$ cat config.mk
export PLATFORM = sky130hd
export DESIGN_NAME = pwm_duty_ramp_flat
export DESIGN_NICKNAME = d
export VERILOG_FILES = /design/src/rtl/pwm_ramp_pkg.sv /design/src/rtl/pwm_duty_ramp_if.sv /design/src/rtl/pwm_ramp_tick.sv /design/src/rtl/pwm_duty_ramp.sv /design/src/flat_wrapper.sv
export SDC_FILE = /design/constraint.sdc
export NUM_CORES = 1
export LEC_CHECK = 0
export ABC_AREA = 1
export CAP_MARGIN = 20
export CORE_MARGIN = 8
export CORE_UTILIZATION = 45
export DETAILED_ROUTE_END_ITERATION = 10
export GPL_ROUTABILITY_DRIVEN = 0
export GPL_TIMING_DRIVEN = 1
export MAX_ROUTING_LAYER = met4
export PLACE_DENSITY = 0.68
export SLEW_MARGIN = 10
export SYNTH_ARGS = -nofsm -noshare
export SYNTH_HDL_FRONTEND = slang
export SYNTH_SLANG_ARGS = --single-unit
$ cat constraint.sdc
create_clock -name clk -period 3.1 [get_ports clk]
set_input_delay 0.465 -clock clk [delete_from_list [all_inputs] [get_ports clk]]
set_output_delay 0.465 -clock clk [all_outputs]
set_load 0.02 [all_outputs]
$ cat src/rtl/pwm_ramp_pkg.sv
// Shared types and constants for the PWM duty ramp block.
package pwm_ramp_pkg;

   localparam int DUTY_W_DEFAULT = 8;
   localparam int RAMP_DIV_W     = 8;

   typedef enum logic [1:0] {
      IDLE = 2'd0,
      UP   = 2'd1,
      DOWN = 2'd2
   } ramp_state_t;

endpackage

$ cat src/rtl/pwm_duty_ramp_if.sv
// Duty-path bus between the SPI register side (master) and the ramp stage (slave).
interface pwm_duty_ramp_if #(
   parameter int DUTY_W = pwm_ramp_pkg::DUTY_W_DEFAULT
);

   logic [DUTY_W-1:0]                  target_duty;
   logic [pwm_ramp_pkg::RAMP_DIV_W-1:0] ramp_div;
   logic                               ramp_en;
   logic [DUTY_W-1:0]                  duty_out;
   logic                               ramping;
   logic                               done_pulse;

   modport master (
      output target_duty, ramp_div, ramp_en,
      input  duty_out, ramping, done_pulse
   );

   modport slave (
      input  target_duty, ramp_div, ramp_en,
      output duty_out, ramping, done_pulse
   );

endinterface

$ cat src/rtl/pwm_ramp_tick.sv
// Prescaler plus step counter: step_tick fires once every (ramp_div+1)*TICK_DIV cycles.
module pwm_ramp_tick
   import pwm_ramp_pkg::*;
#(
   parameter int TICK_DIV = 256
) (
   input  logic                  clk,
   input  logic                  rst_n,
   input  logic                  clear,
   input  logic [RAMP_DIV_W-1:0] ramp_div,
   output logic                  step_tick
);

   localparam int PRE_W = (TICK_DIV > 2) ? $clog2(TICK_DIV) : 1;

   logic [PRE_W-1:0]      pre_cnt;
   logic [RAMP_DIV_W-1:0] step_cnt;
   logic                  base_tick;
   logic                  step_wrap;

   // >= rather than == so a ramp_div lowered mid-ramp wraps promptly
   assign base_tick = (pre_cnt == PRE_W'(TICK_DIV - 1));
   assign step_wrap = (step_cnt >= ramp_div);
   assign step_tick = base_tick && step_wrap;

   always_ff @(posedge clk or negedge rst_n) begin
      if (!rst_n) begin
         pre_cnt  <= '0;
         step_cnt <= '0;
      end else if (clear) begin
         pre_cnt  <= '0;
         step_cnt <= '0;
      end else begin
         pre_cnt <= base_tick ? '0 : pre_cnt + 1'b1;
         if (base_tick) begin
            step_cnt <= step_wrap ? '0 : step_cnt + 1'b1;
         end
      end
   end

endmodule

$ cat src/rtl/pwm_duty_ramp.sv
// Duty-cycle ramp stage between the SPI register block and the PWM peripheral.
// Define PWM_RAMP_EXP_EN for an exponential approach (step = max(STEP, |diff|>>2)).
module pwm_duty_ramp
   import pwm_ramp_pkg::*;
#(
   parameter int DUTY_W   = DUTY_W_DEFAULT,
   parameter int TICK_DIV = 256,
   parameter int STEP     = 1
) (
   input  logic                   clk,
   input  logic                   rst_n,
   pwm_duty_ramp_if.slave         bus
);

   localparam logic [DUTY_W-1:0] STEP_V = DUTY_W'(STEP);

   ramp_state_t       state;
   logic [DUTY_W-1:0] duty_q;
   logic              ramping_q;
   logic              done_q;
   logic              step_tick;
   logic              going_up;
   logic [DUTY_W-1:0] diff;
   logic [DUTY_W-1:0] step_size;
   logic [DUTY_W-1:0] next_duty;

   pwm_ramp_tick #(
      .TICK_DIV (TICK_DIV)
   ) u_tick (
      .clk       (clk),
      .rst_n     (rst_n),
      .clear     (state == IDLE),
      .ramp_div  (bus.ramp_div),
      .step_tick (step_tick)
   );

   // Clamping against the distance keeps the result between duty and target,
   // so neither wrap at the top nor underflow at zero can occur.
   always_comb begin
      going_up = (bus.target_duty > duty_q);
      diff     = going_up ? (bus.target_duty - duty_q) : (duty_q - bus.target_duty);
`ifdef PWM_RAMP_EXP_EN
      step_size = ((diff >> 2) > STEP_V) ? (diff >> 2) : STEP_V;
`else
      step_size = STEP_V;
`endif
      if (step_size >= diff) begin
         next_duty = bus.target_duty;
      end else if (going_up) begin
         next_duty = duty_q + step_size;
      end else begin
         next_duty = duty_q - step_size;
      end
   end

   always_ff @(posedge clk or negedge rst_n) begin
      if (!rst_n) begin
         state     <= IDLE;
         duty_q    <= '0;
         ramping_q <= 1'b0;
         done_q    <= 1'b0;
      end else begin
         done_q <= 1'b0;
         unique case (state)
            IDLE: begin
               if (!bus.ramp_en) begin
                  duty_q <= bus.target_duty;
               end else if (bus.target_duty != duty_q) begin
                  state     <= going_up ? UP : DOWN;
                  ramping_q <= 1'b1;
               end
            end
            UP, DOWN: begin
               if (!bus.ramp_en) begin
                  state     <= IDLE;
                  ramping_q <= 1'b0;
                  duty_q    <= bus.target_duty;
               end else if (bus.target_duty == duty_q) begin
                  state     <= IDLE;
                  ramping_q <= 1'b0;
               end else if (step_tick && (next_duty == bus.target_duty)) begin
                  duty_q    <= next_duty;
                  done_q    <= 1'b1;
                  state     <= IDLE;
                  ramping_q <= 1'b0;
               end else begin
                  // Direction follows the target every cycle; counters keep running
                  if (step_tick) begin
                     duty_q <= next_duty;
                  end
                  state <= going_up ? UP : DOWN;
               end
            end
            default: begin
               state     <= IDLE;
               ramping_q <= 1'b0;
            end
         endcase
      end
   end

   assign bus.duty_out   = duty_q;
   assign bus.ramping    = ramping_q;
   assign bus.done_pulse = done_q;

endmodule

$ cat src/flat_wrapper.sv
// flat-port wrapper written by rule: the top's interface ports become plain ports
module pwm_duty_ramp_flat import pwm_ramp_pkg::*;
#(
   parameter int DUTY_W   = DUTY_W_DEFAULT,
   parameter int TICK_DIV = 256,
   parameter int STEP     = 1
)
  (clk, rst_n, bus_target_duty, bus_ramp_div, bus_ramp_en, bus_duty_out, bus_ramping, bus_done_pulse);
  pwm_duty_ramp_if #(.DUTY_W(DUTY_W)) bus_i ();
  input  logic clk;
  input  logic rst_n;
  input wire logic [$bits(bus_i.target_duty)-1:0] bus_target_duty;
  input wire logic [$bits(bus_i.ramp_div)-1:0] bus_ramp_div;
  input wire logic [$bits(bus_i.ramp_en)-1:0] bus_ramp_en;
  output wire logic [$bits(bus_i.duty_out)-1:0] bus_duty_out;
  output wire logic [$bits(bus_i.ramping)-1:0] bus_ramping;
  output wire logic [$bits(bus_i.done_pulse)-1:0] bus_done_pulse;
  assign bus_i.target_duty = bus_target_duty;
  assign bus_i.ramp_div = bus_ramp_div;
  assign bus_i.ramp_en = bus_ramp_en;
  assign bus_duty_out = bus_i.duty_out;
  assign bus_ramping = bus_i.ramping;
  assign bus_done_pulse = bus_i.done_pulse;
  pwm_duty_ramp #(.DUTY_W(DUTY_W), .TICK_DIV(TICK_DIV), .STEP(STEP)) u_core (.clk(clk), .rst_n(rst_n), .bus(bus_i));
endmodule
Yosys cells after proc, flatten, opt, wreduce, memory -nomap -nowiden
Index checks and enable logic that the tools add are counted.
{ "word_totals": {"mem_count": 0, "latchBits": 0, "wordCells": 67, "romBits": 0, "register_bits": 28, "mem_bits_rw": 0, "output_inout_bits": 10} }
{ "classes": {"shift": 0, "n_lt_le_gt_ge": 3, "add_sub_neg": 6, "mux": 31, "reduce_logical": 9, "bitwise": 0, "eq_ne": 12, "div": 0, "mul": 0} }
{ "ops": {"columns": ["op", "count"], "rows": [
  ["$mux 8", 13],
  ["$add 8x1->8 const B", 3],
  ["$eq 8x8->1", 2],
  ["$pmux 8 s2", 1],
  ["$sub 8x8->8", 2],
  ["$mux 2", 6],
  ["$mux 1", 9],
  ["$eq 8x8->1 const B", 1],
  ["$ge 1x8->1 const A", 1],
  ["$ge 8x8->1", 1],
  ["$gt 8x8->1", 1],
  ["$ne 4x2->1 const B", 2],
  ["$ne 8x8->1", 1],
  ["$sub 8x1->8 const B", 1],
  ["$ne 2x2->1 const B", 2],
  ["$pmux 2 s2", 1],
  ["$reduce_and 4->1", 1],
  ["$reduce_bool 2->1", 2],
  ["$ne 3x3->1 const B", 1],
  ["$reduce_and 3->1", 1],
  ["$eq 2x1->1 const B", 1],
  ["$eq 2x2->1 const B", 1],
  ["$logic_and 1x1->1", 2],
  ["$logic_not 2->1", 1],
  ["other kinds (4)", 4]
]} }

Longest topological paths before layout
{ "logic_depth": {"word_depth": 10, "mapped_depth": 25} }

Hierarchy
A second synthesis with hierarchy kept.
{ "unflattened": {"cells_unflattened": 487, "hier_area_um2": 3165.5} }
{ "modules_own_cells": {"columns": ["module", "cells_per_inst", "area_per_inst_um2", "n_inst"], "rows": [
  ["pwm_duty_ramp", 343, 2098.3, 1],
  ["pwm_ramp_tick", 144, 1067.3, 1]
]} }

Least setup slack after synthesis
OpenSTA, ideal clock, no wires.
{ "synth_timing": {"path_kind": "flip-flop to flip-flop", "from": "reg u_core.duty_q[0] (netlist: u_core.bus.duty_out[0])", "to": "reg u_core.ramping_q (netlist: u_core.bus.ramping)", "period_less_slack_ns": 3.385, "path_buffers": 0, "setup_time_ns": 0.120, "setup_slack_ns": -0.285, "t_arrival_ns": 3.265, "t_required_ns": 2.980, "path_stages_with_launch": 25, "cell_sequence": "dfrtp_1 > ha_1 > fa_1 > inv_1 > nand2_1 > nand2_2 > nand3_1 > nand2_1 > nand2_2 > ha_1 > nand2_1 > inv_1 > nand4_1 > o211ai_1 > or2_2 > nand2_1 > inv_1 > nand4_1 > nand2_1 > nor2_2 > nand3_2 > nor2_1 > nor2_1 > nor2_1 > a21oi_1"} }
{ "synth_via": {"elab_chain_cells": 8, "elab_cells_between_ends": 19, "classes_between": "add/sub: 4; order compare: 2; eq/ne: 5; mux: 6; reduce/logical: 2"} }
{ "synth_rtl": {"columns": ["element", "line_no", "rtl"], "rows": [
  ["start: declaration", "pwm_duty_ramp.sv:18", "logic [DUTY_W-1:0] duty_q;"],
  ["start signal: assignment", "pwm_duty_ramp.sv:67", "duty_q <= bus.target_duty;"],
  ["start signal: assignment", "pwm_duty_ramp.sv:77", "duty_q <= bus.target_duty;"],
  ["start signal: assignment", "pwm_duty_ramp.sv:82", "duty_q <= next_duty;"],
  ["$sub 8x8->8 or $gt 8x8->1 (tied branches)", "pwm_duty_ramp.sv:41, pwm_duty_ramp.sv:40", null],
  ["$mux 8", "pwm_duty_ramp.sv:41", "diff = going_up ? (bus.target_duty - duty_q) : (duty_q - bus.target_duty);"],
  ["$ge 1x8->1", "pwm_duty_ramp.sv:47", "if (step_size >= diff) begin"],
  ["$mux 8", "pwm_duty_ramp.sv:47", null],
  ["$eq 8x8->1", "pwm_duty_ramp.sv:81", "end else if (step_tick && (next_duty == bus.target_duty)) begin"],
  ["$logic_and 1x1->1", "pwm_duty_ramp.sv:81", null],
  ["$ne 4x2->1 (no line)", null, null],
  ["$reduce_and 3->1 (no line)", null, null],
  ["end signal: assignment", "pwm_duty_ramp.sv:76", "ramping_q <= 1'b0;"],
  ["end signal: assignment", "pwm_duty_ramp.sv:80", "ramping_q <= 1'b0;"],
  ["end signal: assignment", "pwm_duty_ramp.sv:85", "ramping_q <= 1'b0;"],
  ["end: declaration", "pwm_duty_ramp.sv:19", "logic ramping_q;"]
]} }
Several ways; a longest one is shown, not always the timed one.
A chain may end at the register's enable or synchronous reset.

Final worst setup path
{ "layout_timing": {"from": "in bus_target_duty[7]", "to": "reg u_core.done_q (netlist: u_core.bus.done_pulse)"} }
{ "layout_via": {"elab_chain_cells": 10, "elab_cells_between_ends": 14, "classes_between": "add/sub: 2; order compare: 2; eq/ne: 2; mux: 7; reduce/logical: 1"} }
{ "layout_rtl": {"columns": ["element", "line_no", "rtl"], "rows": [
  ["start: declaration", "flat_wrapper.sv:12", "input wire logic [$bits(bus_i.target_duty)-1:0] bus_target_duty;"],
  ["$sub 8x8->8 or $gt 8x8->1 (tied branches)", "pwm_duty_ramp.sv:41, pwm_duty_ramp.sv:40", null],
  ["$mux 8", "pwm_duty_ramp.sv:41", null],
  ["$ge 1x8->1", "pwm_duty_ramp.sv:47", null],
  ["$mux 8", "pwm_duty_ramp.sv:47", null],
  ["$eq 8x8->1", "pwm_duty_ramp.sv:81", null],
  ["$logic_and 1x1->1", "pwm_duty_ramp.sv:81", null],
  ["$mux 1", "pwm_duty_ramp.sv:81", null],
  ["$mux 1 *", "pwm_duty_ramp.sv:78", "end else if (bus.target_duty == duty_q) begin"],
  ["$mux 1 *", "pwm_duty_ramp.sv:74", "if (!bus.ramp_en) begin"],
  ["$mux 1 *", "pwm_duty_ramp.sv:64", "unique case (state)"],
  ["end signal: assignment", "pwm_duty_ramp.sv:61", "done_q <= 1'b0;"],
  ["end signal: assignment", "pwm_duty_ramp.sv:63", "done_q <= 1'b0;"],
  ["end signal: assignment", "pwm_duty_ramp.sv:83", "done_q <= 1'b1;"],
  ["end: declaration", "pwm_duty_ramp.sv:20", "logic done_q;"]
]} }
Mark *: on every way between the ends. The rest lies on a longest branch, timed or not.

==> impl_metrics.tcl <==
set metrics [dict create \
    drt_pass1_iterations 4 \
    synth_cell_types 39 \
    timing.final.crit_share_pct 101.9 \
    power_frac_seq_pct 9.6 \
    power_density_nw_per_um2 1215 \
    track_usage_pct 19.77 \
    cp_max_fo 5 \
    tightest_slew_ps 478.3 \
    core_sq_um 6681 \
    worst_slack_ps -59.58 \
    switching_share_pct 48.45 \
    ys_seq_area_share_pct 22.99 \
    ff2ff_setup_slack_ps -40 \
    dieArea_sq_um 9663 \
    netlist_area_sq_um 3048 \
    grt_max_degree 29 \
    synth_flop_cell "dfrtp_1" \
    drtIter0Drc 161 \
    final.setup.tns_ps -232.0 \
    timing.slew.headroom_pct 67.99 \
    wire_per_inst_um 14.16 \
    synthCells 463 \
    synth_top_family_by_area "simple AND/OR/NAND/NOR gates" \
    vias 3383 \
    hold_viol 0 \
    final_layout_size_suffix_gt1_share_pct 27.60 \
    combPwrFrac_pct 84.9 \
    yosysWarnings 0 \
    p_leak_nw 2.288 \
    p_sw_mw 2.624 \
    cts_buffers 3 \
    root_buffer "clkbuf_8" \
    p_int_mw 2.791 \
    max_clock_freq_mhz 316.5 \
    muxShareOfSynthArea_pct 0 \
    cp_slowest_cell "ha_4" \
    ant_nets 0 \
    fin_nets 632 \
    status "finished with violations" \
    cts.reportedPaths.clkPinSlew_ps 110 \
    cp_cell_sequence "dlygate4sd2_1, ha_4, nand2_1, nor2_4, buf_4, nand3_4, nand2_4, nand2_8, ha_4, a21oi_2, nand2_1, buf_4, xnor2_4, nand4_1, buf_4, nand4_1, nor3_2, nand4_1, nor2_1" \
    hp-class "flip-flop to flip-flop" \
    cpLargestDelayFamily "simple AND/OR/NAND/NOR gates" \
    critPathRequiredTime_ps 3320 \
    rsz0062_at_grt "true" \
    diodes 0 \
    synth_compound_area_share_pct 12.85 \
    drv_slew 0 \
    pre_cts_ws_ps -728.8 \
    vias_per_cell 5.157 \
    antenna_found_initial 0 \
    crit_path_end_kind "flip-flop" \
    setup_viol 5 \
    worstPathArrival_ps 3380 \
    violations "negative setup slack" \
    synth_xor_area_share_pct 2.586 \
    cp-start-kind "input port" \
    pin_count 29 \
    fin_skew_ps 11.73 \
    row_count 30 \
    synthAdderAreaFrac_pct 15.52 \
    die_x_um 98.30 \
    clock_sinks 28 \
    clockBufferDepth 2 \
    synth-simple-area-share_pct 34.56 \
    ys_seq_elements 28 \
    portBuffers 28 \
    drt-total-wl_um 9291 \
    place_hpwl_um 7045 \
    hold_slack_ps 470.4 \
    ys_async_sr_fraction_pct 100.0 \
    vdd.ir_drop.worst_v 0.0009200 \
    start_util_pct 45.62 \
    cts_tree "yes" \
    layout_min_cycle_time_ps 3160 \
    synth_edf_count 0 \
    maxCapViolCount 0 \
    grt_pass1_vias 3411 \
    area_growth_pct 46.18 \
    drc 0 \
    cts_max_level 1 \
    path_buf_inv 4 \
    gr-total-overflow 0 \
    dieHeight_um 98.30 \
    slowest_delay_ps 300 \
    power_frac_clock_pct 5.5 \
    synth_area_per_cell_sq_um 6.583 \
    grt_pass1_wl_um 15490 \
    clock_latency_ps 280 \
    critPathKind "input port to flip-flop" \
    syn_nets 518 \
]
## synth_stat cells (all sizes together) (2+ instances only)
master  count  area share (%)
o22ai       3            0.62
nand2     121              15
fa          3             2.0
xnor2       3            0.86
nor2       49             6.4
dfrtp      28              23
or2         3            0.62
inv        83              10
o21ai      20             3.3
a21oi      32             5.5
o31ai       3            0.74
o21bai      2            0.62
buf         4             1.1
nor3        5            0.82
nand3      30             5.7
ha         33              14
and3        3            0.62
nand4      22             4.9
xor2        6             1.7
o211ai      3            0.74
## path summary, 6_finish.rpt
kind / from / end / cells past startpoint
hold / removal: u_core.u_tick.pre_cnt[0] / u_core.u_tick.pre_cnt[0] / 1
setup reg to reg: u_core.bus.duty_out[6] / u_core.bus.done_pulse / 19
hold reg to reg: u_core.u_tick.pre_cnt[0] / u_core.u_tick.pre_cnt[0] / 1
min in group asynchronous: rst_n / u_core.bus.duty_out[3] / 2
max in group asynchronous: rst_n / u_core.bus.duty_out[0] / 2
setup / recovery: bus_target_duty[7] / u_core.bus.done_pulse / 19
## flip-flops by register name (all words and copies together), names as in the netlist
| name | count |
|---|---|
| u_core.u_tick.pre_cnt | 8 |
| u_core.bus.ramping | 1 |
| u_core.bus.duty_out | 8 |
| u_core.u_tick.step_cnt | 8 |
| u_core.state | 2 |
| u_core.bus.done_pulse | 1 |
## area by class of cell
class                           count  area, sq um
Multi-Input combinational cell    348         2347
Sequential cell                    28        706.9
Inverter                           83        311.5
Clock buffer                        3        41.29
Tap cell                           80        100.1
Clock inverter                      1        30.03
Timing Repair Buffer              113        918.4
Fill cell                         559         2226
## placed cells by master (no fill, tap or decap), drive strengths merged, types with 5 or more instances in the layout
cell,Yosys,routed
nand2,121,122
buf,4,85
inv,83,83
nor2,49,49
ha,33,33
a21oi,32,32
nand3,30,30
dfrtp,28,28
nand4,22,22
clkdlybuf4s50,0,20
o21ai,20,20
dlygate4sd2,0,7
xor2,6,6
nor3,5,5
## through the flow
step	power, mW	cells	area [sq um]	util [%]
floorplan	2.863	463	3132	-
CTS	4.951	652	4325	64.74
detailed placement	4.253	642	4044	60.52
global route	5.896	656	4456	66.69
global placement	4.150	642	4044	60.52
finish	5.415	656	4456	66.69
## cell families (layout without fill, tap and decap cells)
logic type               after synthesis  in the layout
XOR/XNOR                               9              9
flip-flops                            28             28
AND/OR/NAND/NOR                      234            235
AO/OA/AOI/OAI                         68             68
buffers and inverters                 88            200
adder cells (fa/ha/maj)               36             36
## power groups by stage
| stage | Combinational (mW) | Sequential (mW) | Clock [mW] |
|---|---|---|---|
| 6_report | 4.60 | 0.519 | 0.298 |
| 5_1_grt | 5.05 | 0.533 | 0.317 |
| 4_1_cts | 4.13 | 0.520 | 0.303 |
| 3_5_place_dp | 3.73 | 0.528 | 0 |
| 3_3_place_gp | 3.63 | 0.524 | 0 |
| 2_1_floorplan | 2.23 | 0.637 | 0 |
## per-layer routing
layer	track usage, %	share of wire, %	up-vias
li1	-	-	1727
met2	33.39	50	82
met1	23.94	45	1560
met4	6.494	1.8	0
met5	-	0	-
met3	2.205	3.2	14
## what timing repair did
item                                    CTS  global route
pin swaps                                12            11
hold buffers                              0             0
cloned                                    1             0
setup buffers                             5             4
endpoints found under the setup margin   12            10
gates resized for setup                  34            22
No activity file was read; power rests on OpenSTA's default activity.
==> edit 1: new RTL, config.mk and constraints unchanged <==
Re-encode `ramp_state_t` (3 states) as one-hot, 3 bits wide.
--- a/src/rtl/pwm_ramp_pkg.sv
+++ b/src/rtl/pwm_ramp_pkg.sv
@@ -6,6 +6,6 @@
 
-   typedef enum logic [1:0] {
-      IDLE = 2'd0,
-      UP   = 2'd1,
-      DOWN = 2'd2
+   typedef enum logic [2:0] {
+      IDLE = 3'b001,
+      UP   = 3'b010,
+      DOWN = 3'b100
    } ramp_state_t;
Behaviour: no difference found for any inputs over 10 cycles, from zero or initial values and one cycle with rst_n low; not proved beyond that.
==> edit 1 against the unedited design <==
  * The run still ends with setup timing left
  * Critical path depth grew 7
  * Count of clock-buffer cells in the layout grew 2
  * Total power shrank 3.9%
  * Synthesized cell count shrank 4.3%
  * Core utilization grew 0.63 points
  * Worst setup slack lost 0.080 ns
  * Sequential cell count grew 1
  * Area after synthesis shrank 2.2%
  * Routed wire length shrank 3.6%
  * Die area shrank 1.8%
  * Clock skew shrank 0.0054 ns
  * Sequential share of layout area grew 1.1 points
  * Fmax shrank 2.5%
  * Final area shrank 3.5%
  * Largest cell class unchanged
  * Largest power group unchanged
  * Highest routed layer unchanged
==> edit 1: results (changes against the unedited design) <==
stage;metric;value;unit;change
status;status;finished, violations left;;
status;violated checks;setup timing;;
power_and_ir_drop;Tot Pwr;5.20;mW;-3.9%
detailed_routing;DR WL/cell;14.1;um;-0.14%
power_and_ir_drop;sequential share of power;10.4;%;+0.8 points
synth;Mapped Nets;496;;-4.2%
critical_path;delay of the slowest critical-path stage;0.43;ns;+0.13 ns
final_layout;fin cells;633;;-3.5%
detailed_routing;Iter 0 DRT Violations;172;;+6.8%
final_layout;multi-input gates;321;;-7.8%
final_layout;layout cells sized above 1;26.6;%;-0.99 points
critical_path;Crit Path Max Fanout;8;;+3
power_and_ir_drop;Clock Power;0.314;mW;+5%
cts;clock slew at reported path FFs;0.07;ns;-0.04 ns
sta;Max-Slew Margin vs Limit;76.8;%;+8.8 points
power_and_ir_drop;Peak VDD IR;0.928;mV;+0.88%
final_layout;Fillers;537;;-3.9%
critical_path;WP data arrival;3.41;ns;+0.03 ns
placed_design;HPWL Detailed;6900;um;-2.1%
synth;synth top area cells;dfrtp_1 (23%), ha_1 (13%), nand2_1 (12%), inv_1 (10%), a21oi_1 (5.9%);;
critical_path;slowest CP cell;dfrtp_2;;
cts;H-tree depth;2;;+1
final_layout;NonClk Buf Share;21.5;%;+0.90 points
detailed_routing;vias per cell;5.26;;+2.0%
synth;Commonest cells post-synth;nand2_1 (98), inv_1 (82), a21oi_1 (35), nor2_1 (35), ha_1 (31);;
placed_design;area post-placement;3920;um2;-3.0%
sta;final setup TNS;-0.344;ns;-0.112 ns
global_route;gr usage total;18.6;%;-1.2 points
sta;Clock Skew;0.00628;ns;-0.00545 ns
final_layout;cell area after layout;4300;um2;-3.5%
global_route;global-route wire length before repair;14600;um;-5.7%
synth;#FFs+latches synth;29;;+3.6%
sta;worst setup margin;-0.139;ns;-0.0796 ns
final_layout;share of the core filled with cells;67.3;%;+0.63 points
final_layout;nets;608;;-3.8%
sta;Setup-failing EPs final;5;;unchanged
final_layout;nonclk inv count;87;;+4.8%
synth;Syn Inst Count;443;;-4.3%
==> edit 1: changes by cell type in the layout (fill, tap and decap cells not counted), sizes merged, moves of 5 or more <==
cell and change:
o21ai -6, nand2 -16, xor2 +5, nor2 -11, o211ai +5
==> edit 1: kinds of logic (layout without fill, tap and decap cells) <==
family / count (synthesis) / after routing / share of synthesized area, %
xor+xnor: 13 / 13 / 3.82
simple gates: 203 / 203 / 31.1
buf+inv: 93 / 206 / 12.2
compound gates: 71 / 71 / 13.5
flops: 29 / 29 / 24.4
fa+ha+maj: 34 / 34 / 15.0
==> edit 1: per-layer routing <==
layer	vias to the layer above	global-route usage, %	routed length [um]
met5	-	-	0
met4	0	8.04	302
met3	24	2.70	409
met2	111	30.9	4280
met1	1528	21.8	3960
li1	1667	-	-
==> edit 1: worst max-delay path: cells and delay by family, from the launching register on <==
family / cells / cell delay, ns
and+or+nand+nor: 19 / 1.63
adders and majority gates: 3 / 0.79
DFF: 1 / 0.43
buffers and inverters: 3 / 0.14
AOI/OAI and AO/OA: 1 / 0.13
==> edit 1: final timing paths <==
| kind | startpoint | end | cells past startpoint |
|---|---|---|---|
| hold / removal | u_core.bus.ramping | u_core.bus.ramping | 2 |
| setup / recovery | u_core.bus.duty_out[0] | u_core.bus.ramping | 26 |
| hold reg to reg | u_core.bus.ramping | u_core.bus.ramping | 2 |
| setup reg to reg | u_core.bus.duty_out[0] | u_core.bus.ramping | 26 |
| min in group asynchronous | rst_n | u_core.bus.duty_out[4] | 2 |
| max in group asynchronous | rst_n | u_core.state[0] | 2 |
==> edit 1: repair_timing <==
| item | in CTS | in global routing |
|---|---|---|
| setup endpoints to repair | 10 | 9 |
| hold buffers | 0 | 0 |
| gates resized for setup | 31 | 12 |
| setup buffers | 12 | 3 |
| gates cloned | 0 | 0 |
| pin swaps | 15 | 11 |
==> edit 2: new RTL, config.mk and constraints unchanged <==
Without the edit above. Change the package constant `DUTY_W_DEFAULT` from 8 to 10.
--- a/src/rtl/pwm_ramp_pkg.sv
+++ b/src/rtl/pwm_ramp_pkg.sv
@@ -3,3 +3,3 @@
 
-   localparam int DUTY_W_DEFAULT = 8;
+   localparam int DUTY_W_DEFAULT = 10;
    localparam int RAMP_DIV_W     = 8;
Ports: changed (resized bus_duty_out and bus_target_duty); port bits go from 29 to 33. The function was not compared with the original's and may differ.
==> edit 2 against the unedited design <==
  * The run still ends with setup timing left
  * Final cell count up 15%
  * Final area up 13%
  * Area after synthesis grew 14%
  * Sequential cell count increased by 2
  * Combinational power up 22%
  * Routed wire length grew 16%
  * Total power is 22% higher
  * Fmax fell by 2.4%
  * Worst setup slack got worse by 0.077 ns
  * Critical path type is now reg -> reg
  * Largest cell class unchanged
==> edit 2: results (changes against the unedited design) <==
stage;metric;value;unit;change
sta;worst setup margin;-0.137;ns;-0.0773 ns
critical_path;WP data arrival;3.42;ns;+0.04 ns
final_layout;layout cells sized above 1;28.5;%;+0.88 points
global_route;GR met1 Demand/Resource;22.2;%;-1.8 points
detailed_routing;Vias;3880;;+15%
sta;final setup TNS;-0.430;ns;-0.198 ns
synth;Compound-Gate Fraction of Synth Area;13.4;%;+0.56 points
detailed_routing;Total Wirelength;10800;um;+16%
detailed_routing;DR WL/cell;14.3;um;+1.2%
detailed_routing;Metal-1 WL;4520;um;+7.8%
critical_path;slowest CP cell;dfrtp_2;;
global_route;met2 usage;36.7;%;+3.3 points
detailed_routing;routed wl met2;5600;um;+21%
synth;Syn Inst Count;538;;+16%
cts;cts repair resizes;50;;+47%
critical_path;r2r startpoint;u_core.bus.duty_out[0];;
final_layout;share of the core filled with cells;66.2;%;-0.53 points
critical_path;FF-to-FF End;u_core.state[1];;
power_and_ir_drop;Peak VDD IR;0.944;mV;+2.6%
placed_design;# placed instances;739;;+15%
placed_design;HPWL Detailed;8070;um;+15%
sta;Max-Slew Margin vs Limit;54.5;%;-13 points
sta;Setup-failing EPs final;4;;-1
synth;Commonest cells post-synth;nand2_1 (150), inv_1 (92), nand3_1 (41);;
global_route;global-route wire length before repair;18100;um;+17%
power_and_ir_drop;P_int;3.24;mW;+16%
status;status;finished, violations left;;
cts;Clock Latency Late Sink;0.30;ns;+0.02 ns
synth;Unique masters post-synth;31;;-21%
critical_path;Startpoint Class;flop;;
synth;Synth Area in Adders;15.7;%;+0.23 points
cts;clock slew at reported path FFs;0.08;ns;-0.03 ns
placed_design;area post-placement;4580;um2;+13%
placed_design;input/output buffers;32;;+14%
cts;CTS Buf Count;5;;+2
status;violated checks;setup timing;;
==> edit 2: power groups by stage <==
stage	registers (mW)	logic, mW	clock network [mW]
after detailed placement	0.602	4.66	0
after global routing	0.616	6.19	0.372
after CTS	0.595	5.13	0.362
after global placement	0.596	4.59	0
after floorplan	0.745	3.02	0
final	0.603	5.62	0.358
==> edit 2: final cells by class <==
| class | instances | share of cell area (%) |
|---|---|---|
| flip-flops and latches | 30 | 15.2 |
| inverters | 95 | 7.14 |
| clock inverters | 2 | 0.249 |
| repair buffers | 119 | 19.4 |
| multi-input cells | 401 | 53.9 |
| clock buffers | 6 | 1.64 |
| well taps | 102 | 2.54 |
==> edit 2: critical path: cells and delay by family (launching register included) <==
family | cells | cell delay [ns]
xor+xnor | 1 | 0.22
flops | 1 | 0.41
simple gates | 10 | 1.13
compound gates | 4 | 0.56
buf+inv | 1 | 0.03
fa+ha+maj | 3 | 0.78
